**config.mk**
```make
export PLATFORM = sky130hd
export DESIGN_NAME = gate_scheduler
export DESIGN_NICKNAME = d
export VERILOG_FILES = /design/src/rtl/parking_pkg.sv /design/src/rtl/tick_timer.sv /design/src/rtl/gate_scheduler.sv
export SDC_FILE = /design/constraint.sdc
export NUM_CORES = 1
export LEC_CHECK = 0
export CORE_MARGIN = 2
export CORE_UTILIZATION = 60
export DETAILED_ROUTE_END_ITERATION = 10
export PLACE_DENSITY = 0.84
export RECOVER_POWER = 100
export SYNTH_ARGS = -nofsm -noshare
export SYNTH_HDL_FRONTEND = slang
export SYNTH_SLANG_ARGS = --single-unit
```
**constraint.sdc**
```tcl
create_clock -name clk -period 4.1 [get_ports clk]
set_input_delay 1.025 -clock clk [delete_from_list [all_inputs] [get_ports clk]]
set_output_delay 1.025 -clock clk [all_outputs]
set_load 0.02 [all_outputs]
```
**src/rtl/parking_pkg.sv**
```systemverilog
// Shared types and constants for the parking-lot barrier scheduler.
// Provides the gate FSM state enum, lane direction encodings, default
// tick counts and a helper that sizes the shared open/guard timer.
package parking_pkg;

  typedef enum logic [1:0] {
    IDLE     = 2'd0,
    OPEN_IN  = 2'd1,
    OPEN_OUT = 2'd2,
    GUARD    = 2'd3
  } gate_state_t;

  localparam logic DIR_IN  = 1'b1;
  localparam logic DIR_OUT = 1'b0;

  localparam int unsigned DEF_OPEN_TICKS  = 240000;
  localparam int unsigned DEF_CLOSE_TICKS = 48000;
  localparam int unsigned DEF_CAPACITY    = 7;

  // Bits needed to hold max(a, b) - 1, never less than one.
  function automatic int unsigned timer_width(input int unsigned a, input int unsigned b);
    int unsigned m;
    m = (a > b) ? a : b;
    return (m < 2) ? 1 : $clog2(m);
  endfunction

endpackage

```
**src/rtl/tick_timer.sv**
```systemverilog
// Loadable down-counter that saturates at zero.
// Ports: clk, reset (async active-low), load (strobe), load_val (value to
// load), zero (counter currently at zero).
module tick_timer #(
  parameter int unsigned WIDTH = 8
) (
  input  logic             clk,
  input  logic             reset,
  input  logic             load,
  input  logic [WIDTH-1:0] load_val,
  output logic             zero
);

  logic [WIDTH-1:0] cnt_q;

  // Load takes priority; otherwise count down and hold at zero.
  always_ff @(posedge clk or negedge reset) begin
    if (!reset) begin
      cnt_q <= '0;
    end else if (load) begin
      cnt_q <= load_val;
    end else if (cnt_q != '0) begin
      cnt_q <= cnt_q - WIDTH'(1);
    end
  end

  assign zero = (cnt_q == '0);

endmodule

```
**src/rtl/gate_scheduler.sv**
```systemverilog
// Shared barrier-lane scheduler for the parking lot.
// Latches entry/exit requests, grants the lane to one direction at a time
// with alternation on contention, refuses entry while full, and holds the
// barrier open until a passage is reported or the open timer expires,
// followed by a closed guard interval.
// Ports:
//   clk, reset (async active-low)
//   req_in / req_out   : one-cycle request pulses
//   car_in / car_out   : one-cycle passage-complete pulses
//   count              : current occupancy
//   gate_open, dir     : barrier command and lane direction (1 = entry)
//   grant_in/grant_out : pulse on the first open cycle of a grant
//   full               : count >= CAPACITY (combinational)
//   timeout            : pulse on the last open cycle when no passage
//   dir_err            : pulse on a wrong-direction passage while open
module gate_scheduler
  import parking_pkg::*;
#(
  parameter int unsigned OPEN_TICKS  = DEF_OPEN_TICKS,
  parameter int unsigned CLOSE_TICKS = DEF_CLOSE_TICKS,
  parameter int unsigned CAPACITY    = DEF_CAPACITY
) (
  input  logic       clk,
  input  logic       reset,
  input  logic       req_in,
  input  logic       req_out,
  input  logic       car_in,
  input  logic       car_out,
  input  logic [2:0] count,
  output logic       gate_open,
  output logic       dir,
  output logic       grant_in,
  output logic       grant_out,
  output logic       full,
  output logic       timeout,
  output logic       dir_err
);

  localparam int unsigned TW = timer_width(OPEN_TICKS, CLOSE_TICKS);
  localparam logic [TW-1:0] OPEN_LOAD  = TW'(OPEN_TICKS - 1);
  localparam logic [TW-1:0] CLOSE_LOAD = TW'(CLOSE_TICKS - 1);

  gate_state_t   state_q, state_d;
  logic          pend_in_q, pend_out_q;
  logic          last_served_q;
  logic          grant_in_q, grant_out_q;
  logic          take_in, take_out;
  logic          elig_in, elig_out;
  logic          timer_load;
  logic [TW-1:0] timer_val;
  logic          timer_zero;

  tick_timer #(.WIDTH(TW)) u_timer (
    .clk      (clk),
    .reset    (reset),
    .load     (timer_load),
    .load_val (timer_val),
    .zero     (timer_zero)
  );

  assign full     = (count >= 3'(CAPACITY));
  assign elig_in  = pend_in_q && !full;
  assign elig_out = pend_out_q;

  // State register.
  always_ff @(posedge clk or negedge reset) begin
    if (!reset) begin
      state_q <= IDLE;
    end else begin
      state_q <= state_d;
    end
  end

  // Next state, arbitration and timer loading.
  always_comb begin
    state_d    = state_q;
    take_in    = 1'b0;
    take_out   = 1'b0;
    timer_load = 1'b0;
    timer_val  = OPEN_LOAD;
    unique case (state_q)
      IDLE: begin
        // On contention, serve the direction not served last.
        if (elig_in && (!elig_out || last_served_q == DIR_OUT)) begin
          take_in    = 1'b1;
          state_d    = OPEN_IN;
          timer_load = 1'b1;
        end else if (elig_out) begin
          take_out   = 1'b1;
          state_d    = OPEN_OUT;
          timer_load = 1'b1;
        end
      end
      OPEN_IN: begin
        if (car_in || timer_zero) begin
          state_d    = GUARD;
          timer_load = 1'b1;
          timer_val  = CLOSE_LOAD;
        end
      end
      OPEN_OUT: begin
        if (car_out || timer_zero) begin
          state_d    = GUARD;
          timer_load = 1'b1;
          timer_val  = CLOSE_LOAD;
        end
      end
      GUARD: begin
        if (timer_zero) begin
          state_d = IDLE;
        end
      end
      default: state_d = IDLE;
    endcase
  end

  // Output decode from the state register; timeout/dir_err coincide with
  // the cycle that causes them.
  always_comb begin
    gate_open = 1'b0;
    dir       = 1'b0;
    timeout   = 1'b0;
    dir_err   = 1'b0;
    unique case (state_q)
      OPEN_IN: begin
        gate_open = 1'b1;
        dir       = 1'b1;
        timeout   = timer_zero && !car_in;
        dir_err   = car_out;
      end
      OPEN_OUT: begin
        gate_open = 1'b1;
        timeout   = timer_zero && !car_out;
        dir_err   = car_in;
      end
      default: ;
    endcase
  end

  // Pending flags (a new request beats the grant clear), grant pulses and
  // fairness history.
  always_ff @(posedge clk or negedge reset) begin
    if (!reset) begin
      pend_in_q     <= 1'b0;
      pend_out_q    <= 1'b0;
      last_served_q <= DIR_OUT;
      grant_in_q    <= 1'b0;
      grant_out_q   <= 1'b0;
    end else begin
      pend_in_q   <= req_in  || (pend_in_q  && !take_in);
      pend_out_q  <= req_out || (pend_out_q && !take_out);
      grant_in_q  <= take_in;
      grant_out_q <= take_out;
      if (take_in) begin
        last_served_q <= DIR_IN;
      end else if (take_out) begin
        last_served_q <= DIR_OUT;
      end
    end
  end

  assign grant_in  = grant_in_q;
  assign grant_out = grant_out_q;

endmodule

```
Word-level counts from Yosys, hierarchy flattened
Cells that the tools add are included.
{ "totals": {"output_inout_bits": 7, "word_cells": 67, "reg_bits": 25, "in_bits": 9} }
{ "classes": {"n_eq_ne": 7, "order_cmp": 1, "addsub": 1, "mux": 26, "n_reduce_logical": 24, "bitwise": 1} }
{ "ops": {"columns": ["op", "n"], "rows": [
  ["18-bit two-way mux", 4],
  ["18-bit case mux with 2 select lines", 1],
  ["18-bit logical NOT", 1],
  ["18-bit nonzero test", 1],
  ["18-bit by 1-bit subtractor with 18-bit output (second input constant)", 1],
  ["1-bit two-way mux", 12],
  ["2-bit two-way mux", 5],
  ["2-bit case mux with 4 select lines", 1],
  ["1-bit logical AND", 6],
  ["1-bit logical NOT", 6],
  ["2-bit inequality test (second input constant)", 3],
  ["1-bit logical OR", 5],
  ["2-bit equality test (second input constant)", 2],
  ["1-bit case mux with 2 select lines", 2],
  ["4-bit AND reduction", 1],
  ["2-bit nonzero test", 2],
  ["3-bit greater-or-equal comparator (second input constant)", 1],
  ["3-bit inequality test (second input constant)", 1],
  ["1-bit case mux with 3 select lines", 1],
  ["2-bit by 1-bit equality test with 1-bit output (second input constant)", 1],
  ["2-bit logical NOT", 1],
  ["2-bit OR reduction", 1],
  ["1-bit inverter", 1]
]} }

Logic depth before layout (Yosys ltp)
Gate-level depths: netlist (run 1).
{ "depth": {"depth_word": 9, "ltp_mapped": 9, "depth_no_buf": 7} }

By module
From an unflattened synthesis (run 1), not the netlist that was laid out.
{ "unflattened": {"cells_unflattened": 180, "area_unflattened_um2": 1661.6} }
{ "by_module_without_submodules": {"columns": ["module", "cells_per_inst", "seq_area_each_um2", "instances", "area_each_um2"], "rows": [
  ["tick_timer", 127, 450.4, 1, 1141.1],
  ["gate_scheduler", 53, 175.2, 1, 520.5]
]} }

Least setup slack after synthesis (run 1)
Ideal clock, no wire load.
{ "synth_path": {"path_kind": "register to output", "from": "register u_timer.cnt_q[0]", "to": "output timeout", "arrival_time_ns": 1.811, "t_required_ns": 3.075, "path_stages_with_launch": 9, "n_path_buf": 2, "setup_slack_ns": 1.264, "cell_sequence": "dfrtp_1 inv_1 ha_1 nor4b_2 and3_1 buf_4 and2_4 buf_6 o2111a_1"} }
{ "synth_via": {"elab_chain_cells": 3, "word_cells_on_any_way": 4, "classes_between": "mux: 1; reduce/logical: 3"} }
{ "synth_rtl": {"columns": ["item", "line", "rtl"], "rows": [
  ["start: declaration", "tick_timer.sv:14", "logic [WIDTH-1:0] cnt_q;"],
  ["start signal: assignment", "tick_timer.sv:21", "cnt_q <= load_val;"],
  ["start signal: assignment", "tick_timer.sv:23", "cnt_q <= cnt_q - WIDTH'(1);"],
  ["18-bit logical NOT *", "tick_timer.sv:27", "assign zero = (cnt_q == '0);"],
  ["1-bit logical AND, on equally long branches", "gate_scheduler.sv:133, gate_scheduler.sv:128", null],
  ["1-bit case mux with 2 select lines *", "gate_scheduler.sv:124", "unique case (state_q)"],
  ["end: declaration", "gate_scheduler.sv:35", "output logic timeout,"]
]} }
Every way passes the cells marked *; elsewhere a longest branch is shown, timed or not.

Worst setup path in the final report (run 1)
Same ends and word-level chain as after synthesis.

==> metrics, run 1 <==
outcome finished clean; Core ar. 2450 µm²; transition at the pin with the smallest max-transition slack 1.08 ns; synth unique cells 45; H-tree level count 1; critical path cell sequence inv_1 -> ha_1 -> nor4b_2 -> and3_2 -> and2_4 -> o2111a_1 -> clkdlybuf4s50_1; gpl congestion 0.925; capturing element type of the critical path output pin; multiplexer share of the synthesized area 0.0139; I/O pin total 16; required time of the critical path 3.07 ns; die width 54.5 µm; insertion delay to the later sink of the worst-skew pair 0.33 ns; async set-reset flop share out of synthesis 1.00; number of endpoints with negative hold slack in the final report 0; Final Setup Violations 0; largest net degree at the start of global routing 26; starting utilization of the core area 0.624; cell chosen for the clock root sky130_fd_sc_hd__clkbuf_4; synthesis-to-finish area growth 12.0%; Min-Delay Startpoint last_served_q$_DFFE_PN0P_; setup repair after global routing missed its margin no; per-instance average area after synthesis 9.45 µm²; synthesized-area fraction occupied by ao, oa, aoi and oai cells 0.168; Vias/cell 6.26; final instance area 1720 µm²; cell family with most CP delay simple AND/OR/NAND/NOR gates; hold crit path type reg2reg; power consumption 0.989 mW; Setup WS pre-CTS 0.519 ns; Hold-fix buffers, CTS 0; initial antenna violation count 0; Critical Path Start Type flip-flop; vias in the first global route 1230; xor/xnor cell area share of the yosys netlist 0.0629; combined buffer and inverter count along the critical path 2; clock sink total 25; flip-flop and latch count after synthesis 25; Total Routing Usage GR 0.244; crit path launch u_timer.cnt_q[0]$_DFFE_PN0P_; total leakage power 0.672 nW; area post-placement 1690 µm²; Detailed Place HPWL 2440 µm; CP Max Fanout 11; share of synthesized cell area in and, or, nand and nor gates 0.259; end-of-flow core utilization 0.699; maximum vdd ir drop 0.581 mV; Ant. Diodes 0; total vias in the final route 1302; first drt pass iteration count 5; remaining design rule violation count 0; part of the Yosys area used for sequential elements 0.408; full die area 2970 µm²; Worst path max stage delay 0.60 ns; worst clock skew 0.00583 ns; routed wire length 3250 µm; mapped cell area 1530 µm²; wire length of the first global-routing pass 5290 µm; post-detailed-route wirelength per cell 15.6 µm; detailed router's first-iteration violation count 31; final setup TNS 0 ns; Total Nets Final 193; max-slew violation count 0; Fmax 0.257 GHz; post-synth net total 176; R2R Setup Slk 1.76 ns; TritonCTS clock tree built; main combinational cell family by area after synthesis simple AND/OR/NAND/NOR gates; clock-pin transition on the worst setup and hold timing paths 0.14 ns; Max Root-Sink Buffers 2; Site Rows 18; Arr. time, crit path 2.86 ns; min Tclk post-route 3.88 ns; power density over the cells 577 nW/µm²; Overflow after GRT 0; adder-cell share of the synthesized area 0.0408; worst setup path category reg2out; y dimension of the die 54.5 µm; count of mapped cells out of synthesis 162; remaining max-slew budget at the tightest pin 0.280; layout cells sized above 1 0.0674; I/O Buffers 15; leading register cell type out of synthesis sky130_fd_sc_hd__dfrtp_1; worst-path cell with the longest stage delay sky130_fd_sc_hd__clkdlybuf4s50_1; number of maximum-capacitance constraint violations 0; number of setup buffers added after CTS 0; number of flops mapped to enable cells by yosys 0; final critical-path setup slack 0.216 ns; post-detailed-route count of antenna-violating nets 0; ratio of final minimum period to clock period 0.947; CTS buffer count 3; startpoint of the most critical register-to-register path u_timer.cnt_q[0]$_DFFE_PN0P_; Synth Warn # 0
-- routing by layer --
metal	global-route usage	wire length, µm	vias up
li1	-	-	620
met1	0.284	1350	635
met2	0.464	1710	41
met3	0.0246	125	6
met4	0.0750	57	0
met5	0	0	-
-- logic make-up (layout without fill, tap and decap cells) --
| kind of cell | count (synthesis) | in the layout |
|---|---|---|
| adders and majority gates | 5 | 5 |
| and+or+nand+nor | 68 | 68 |
| DFF | 25 | 25 |
| buffers and inverters | 14 | 30 |
| xor gates and xnor gates | 11 | 11 |
| muxes | 2 | 2 |
| AOI/OAI and AO/OA | 37 | 37 |
-- state kept, by name (all words and copies together), names as in the netlist --
name and cells:
u_timer.cnt_q 18, state_q 2, elig_out 1, grant_in 1, grant_out 1, last_served_q 1, pend_in_q 1
-- final timing paths --
kind                            cells after the start                            end
worst min register to register                      1      last_served_q$_DFFE_PN0P_
max in group asynchronous                           1  u_timer.cnt_q[15]$_DFFE_PN0P_
worst max-delay path                                7                        timeout
worst max register to register                      7         state_q[0]$_DFFE_PN0P_
worst min-delay path                                1      last_served_q$_DFFE_PN0P_
min in group asynchronous                           1   u_timer.cnt_q[6]$_DFFE_PN0P_
-- Yosys cell counts (2+ instances only) --
library cell,instances,area share
sky130_fd_sc_hd__nand4_1,2,0.0082
sky130_fd_sc_hd__a21o_1,3,0.015
sky130_fd_sc_hd__nor2_1,11,0.027
sky130_fd_sc_hd__dfrtp_1,25,0.41
sky130_fd_sc_hd__o21ai_1,2,0.0065
sky130_fd_sc_hd__buf_6,2,0.015
sky130_fd_sc_hd__nand2_1,17,0.042
sky130_fd_sc_hd__or4_1,4,0.020
sky130_fd_sc_hd__a21oi_1,8,0.026
sky130_fd_sc_hd__or3_1,7,0.029
sky130_fd_sc_hd__o21ai_0,10,0.033
sky130_fd_sc_hd__nand3b_1,2,0.0098
sky130_fd_sc_hd__ha_1,5,0.041
sky130_fd_sc_hd__inv_1,11,0.027
sky130_fd_sc_hd__or4_4,2,0.015
sky130_fd_sc_hd__nand3_1,8,0.026
sky130_fd_sc_hd__nand2b_1,2,0.0082
sky130_fd_sc_hd__nor3_2,2,0.013
sky130_fd_sc_hd__xnor2_1,11,0.063
sky130_fd_sc_hd__nor4_1,3,0.012
-- what timing repair did --
item,CTS,global route
hold endpoints to repair,0,0
setup endpoints to repair,0,1
gates resized for setup,0,1
-- worst reg2reg max path, delay by kind of cell (launching register included) --
| kind | cells | cell delay [ns] |
|---|---|---|
| compound gates | 1 | 0.18 |
| mux | 1 | 0.34 |
| fa+ha+maj | 1 | 0.17 |
| simple gates | 3 | 1.01 |
| buf+inv | 1 | 0.07 |
| flops | 1 | 0.45 |
-- cell type report --
class | count | area, µm²
Multi-Input combinational cell | 123 | 835
Timing Repair Buffer | 15 | 150
Fill cell | 184 | 739
Inverter | 11 | 41.3
Tap cell | 30 | 37.5
Sequential cell | 25 | 626
Clock buffer | 4 | 26.3
-- where the power goes --
| part | switching [mW] | internal, mW |
|---|---|---|
| clock network | 0.0768 | 0.0382 |
| logic | 0.293 | 0.203 |
| registers | 0.0684 | 0.310 |
| total | 0.439 | 0.551 |
-- per-stage QoR --
step           hold slack (ns)  std cells
6_report                 0.554        208
5_1_grt                  0.595        208
4_1_cts                  0.559        208
3_5_place_dp             0.538        204
3_3_place_gp             0.505        204
2_1_floorplan            0.475        162
-- placed cells by master, fill, tap and decap left out, types with 2 or more instances in the layout --
master | synthesis | final
sky130_fd_sc_hd__a21o_1 | 3 | 3
sky130_fd_sc_hd__a21oi_1 | 8 | 8
sky130_fd_sc_hd__clkbuf_4 | 0 | 3
sky130_fd_sc_hd__clkdlybuf4s50_1 | 0 | 6
sky130_fd_sc_hd__dfrtp_1 | 25 | 25
sky130_fd_sc_hd__dlygate4sd3_1 | 0 | 9
sky130_fd_sc_hd__ha_1 | 5 | 5
sky130_fd_sc_hd__inv_1 | 11 | 11
sky130_fd_sc_hd__nand2_1 | 17 | 17
sky130_fd_sc_hd__nand2b_1 | 2 | 2
sky130_fd_sc_hd__nand3_1 | 8 | 8
sky130_fd_sc_hd__nand3b_1 | 2 | 2
sky130_fd_sc_hd__nand4_1 | 2 | 2
sky130_fd_sc_hd__nor2_1 | 11 | 11
sky130_fd_sc_hd__nor3_2 | 2 | 2
sky130_fd_sc_hd__nor4_1 | 3 | 3
sky130_fd_sc_hd__o21ai_0 | 10 | 11
sky130_fd_sc_hd__or3_1 | 7 | 7
sky130_fd_sc_hd__or4_1 | 4 | 4
sky130_fd_sc_hd__or4_4 | 2 | 2
sky130_fd_sc_hd__xnor2_1 | 11 | 11
Power figures use the tool's default switching activity.
==> run 2, diff against run 1 <==
- GPL_TIMING_DRIVEN: not set -> 0
- REMOVE_ABC_BUFFERS: not set -> 1
==> run 2 against run 1 <==
Effect of this change: clock power is essentially flat; routed wire length shrank 4.7%; via count shrank 3.3%; first-iteration DRC count shrank 58%; clock skew shrank 0.0034 ns; core utilization grew 0.10 points; register-to-register slack lost 0.07 ns; largest cell class unchanged; largest power group unchanged.
==> metrics, run 2 (synthesis results as in run 1) <==
power consumption 0.992 mW (was 0.989 mW); remaining design rule violation count 0 (unchanged); worst setup path category reg2out (unchanged); final critical-path setup slack 0.172 ns (was 0.216 ns); commonest cells after routing, fill and taps aside sky130_fd_sc_hd__dfrtp_1 (25), sky130_fd_sc_hd__nand2_1 (17), sky130_fd_sc_hd__clkdlybuf4s50_1 (13) (was sky130_fd_sc_hd__dfrtp_1 (25), sky130_fd_sc_hd__nand2_1 (17)); routed wire length 3090 µm (was 3250 µm); worst-path cell with the longest stage delay sky130_fd_sc_hd__clkdlybuf4s50_1 (unchanged); critical path cell sequence inv_1 -> ha_1 -> nor4b_2 -> and3_2 -> and2_4 -> o2111a_1 -> clkdlybuf4s50_1 (unchanged); largest registers u_timer.cnt_q (18), state_q (2) (unchanged); I/O pin total 16 (unchanged); capturing element type of the critical path output pin (unchanged); flip-flop count of the largest register after layout 18 (unchanged); Overflow after GRT 0 (unchanged); die width 54.5 µm (unchanged); required time of the critical path 3.07 ns (about the same); min Tclk post-route 3.93 ns (was 3.88 ns); full die area 2970 µm² (unchanged); Biggest register u_timer.cnt_q (unchanged); largest net degree at the start of global routing 26 (unchanged); number of endpoints with negative hold slack in the final report 0 (unchanged); transition at the pin with the smallest max-transition slack 1.10 ns (was 1.08 ns); Fmax 0.255 GHz (was 0.257 GHz); outcome finished clean (unchanged); I/O Buffers 15 (unchanged); clock-pin transition on the worst setup and hold timing paths 0.14 ns (about the same); Gates resized, CTS repair 0 (unchanged); synthesis-to-finish area growth 12.2% (was 12.0%); initial antenna violation count 0 (unchanged); Max Root-Sink Buffers 2 (unchanged); cell count after placement 204 (unchanged); startpoint of the most critical register-to-register path u_timer.cnt_q[0]$_DFFE_PN0P_ (unchanged); Critical Path Start Type flip-flop (unchanged); Setup WS pre-CTS 0.490 ns (was 0.519 ns); Arr. time, crit path 2.90 ns (was 2.86 ns); Filler cells 198 (was 184); Min-Delay Startpoint last_served_q$_DFFE_PN0P_ (unchanged); final setup TNS 0 ns (unchanged); post-detailed-route wirelength per cell 14.9 µm (was 15.6 µm); register cell area after layout 626 µm² (unchanged); most frequent standard cell in the layout excluding fill and tap cells sky130_fd_sc_hd__dfrtp_1 (unchanged); insertion delay to the later sink of the worst-skew pair 0.32 ns (was 0.33 ns); TritonCTS clock tree built (unchanged); Worst Reg-to-Reg Cells 7 (unchanged); clock sink total 25 (unchanged); total leakage power 0.661 nW (was 0.672 nW); first drt pass iteration count 4 (was 5); Total Nets Final 193 (unchanged); crit path to timeout (unchanged); worst clock skew 0.00239 ns (was 0.00583 ns); end-of-flow core utilization 0.700 (was 0.699); Total Routing Usage GR 0.248 (was 0.244); y dimension of the die 54.5 µm (unchanged); Vias/cell 6.05 (was 6.26); CTS buffer count 3 (unchanged); non-filler cells in the finished layout 208 (unchanged); Final Setup Violations 0 (unchanged); worst hold margin 0.535 ns (was 0.554 ns); max-slew violation count 0 (unchanged); Detailed Place HPWL 2280 µm (was 2440 µm); Core ar. 2450 µm² (unchanged); Worst path max stage delay 0.60 ns (about the same); maximum vdd ir drop 0.578 mV (was 0.581 mV); post-detailed-route count of antenna-violating nets 0 (unchanged); power density over the cells 578 nW/µm² (was 577 nW/µm²); area post-placement 1690 µm² (unchanged); Hold-fix buffers, CTS 0 (unchanged); cell chosen for the clock root sky130_fd_sc_hd__clkbuf_4 (unchanged); starting utilization of the core area 0.624 (unchanged); final instance area 1720 µm² (about the same); CP Max Fanout 11 (unchanged); Site Rows 18 (unchanged); total vias in the final route 1259 (was 1302); layout cells sized above 1 0.0730 (was 0.0674); Ant. Diodes 0 (unchanged); wire length of the first global-routing pass 5370 µm (was 5290 µm); crit path launch u_timer.cnt_q[0]$_DFFE_PN0P_ (unchanged); number of maximum-capacitance constraint violations 0 (unchanged); R2R Setup Slk 1.69 ns (was 1.76 ns); endpoint of the worst register-to-register path state_q[0]$_DFFE_PN0P_ (unchanged); detailed router's first-iteration violation count 13 (was 31); area occupied by multi-input gates 836 µm² (was 835 µm²); vias in the first global route 1244 (was 1230); H-tree level count 1 (unchanged); remaining max-slew budget at the tightest pin 0.265 (was 0.280); number of setup buffers added after CTS 0 (unchanged); hold crit path type reg2reg (unchanged); ratio of final minimum period to clock period 0.958 (was 0.947); gpl congestion 0.869 (was 0.925)
-- run 2: cell type report --
cell class	instances	area share
Multi-Input combinational cell	123	0.487
Sequential cell	25	0.364
Timing Repair Buffer	15	0.0874
Inverter	11	0.0240
Tap cell	30	0.0218
Clock buffer	3	0.0131
Clock inverter	1	0.00291
-- run 2: routing by layer --
metal,routed length [µm],vias to the layer above,global-route usage
met5,0,-,0
met4,40,0,0.0875
met3,130,5,0.0355
met2,1580,31,0.450
met1,1340,607,0.295
li1,-,616,-
-- run 2: worst min path at each step --
stage,endpoint,slack [ns],depth (start not counted)
6_report,last_served_q$_DFFE_PN0P_,0.53,1
5_1_grt,last_served_q$_DFFE_PN0P_,0.58,1
4_1_cts,last_served_q$_DFFE_PN0P_,0.53,1
3_5_place_dp,last_served_q$_DFFE_PN0P_,0.50,1
3_3_place_gp,last_served_q$_DFFE_PN0P_,0.50,1
2_1_floorplan,last_served_q$_DFFE_PN0P_,0.48,1
-- run 2: where the power goes --
| part | internal [mW] | switching, mW | leakage (nW) |
|---|---|---|---|
| combinational | 0.213 | 0.290 | 0.372 |
| sequential | 0.310 | 0.0683 | 0.272 |
| clock | 0.0366 | 0.0750 | 0.0177 |
-- run 2: worst max-delay path, delay by kind of cell (launching register included) --
| family | cells | cell delay, ns |
|---|---|---|
| buf+inv | 2 | 0.67 |
| compound gates | 1 | 0.21 |
| simple gates | 3 | 1.07 |
| flops | 1 | 0.45 |
| fa+ha+maj | 1 | 0.18 |
==> run 3, diff against run 2 <==
- TNS_END_PERCENT: not set -> 50
==> results of run 3 <==
The final DEF is identical to that of run 2; final timing and power are the same.
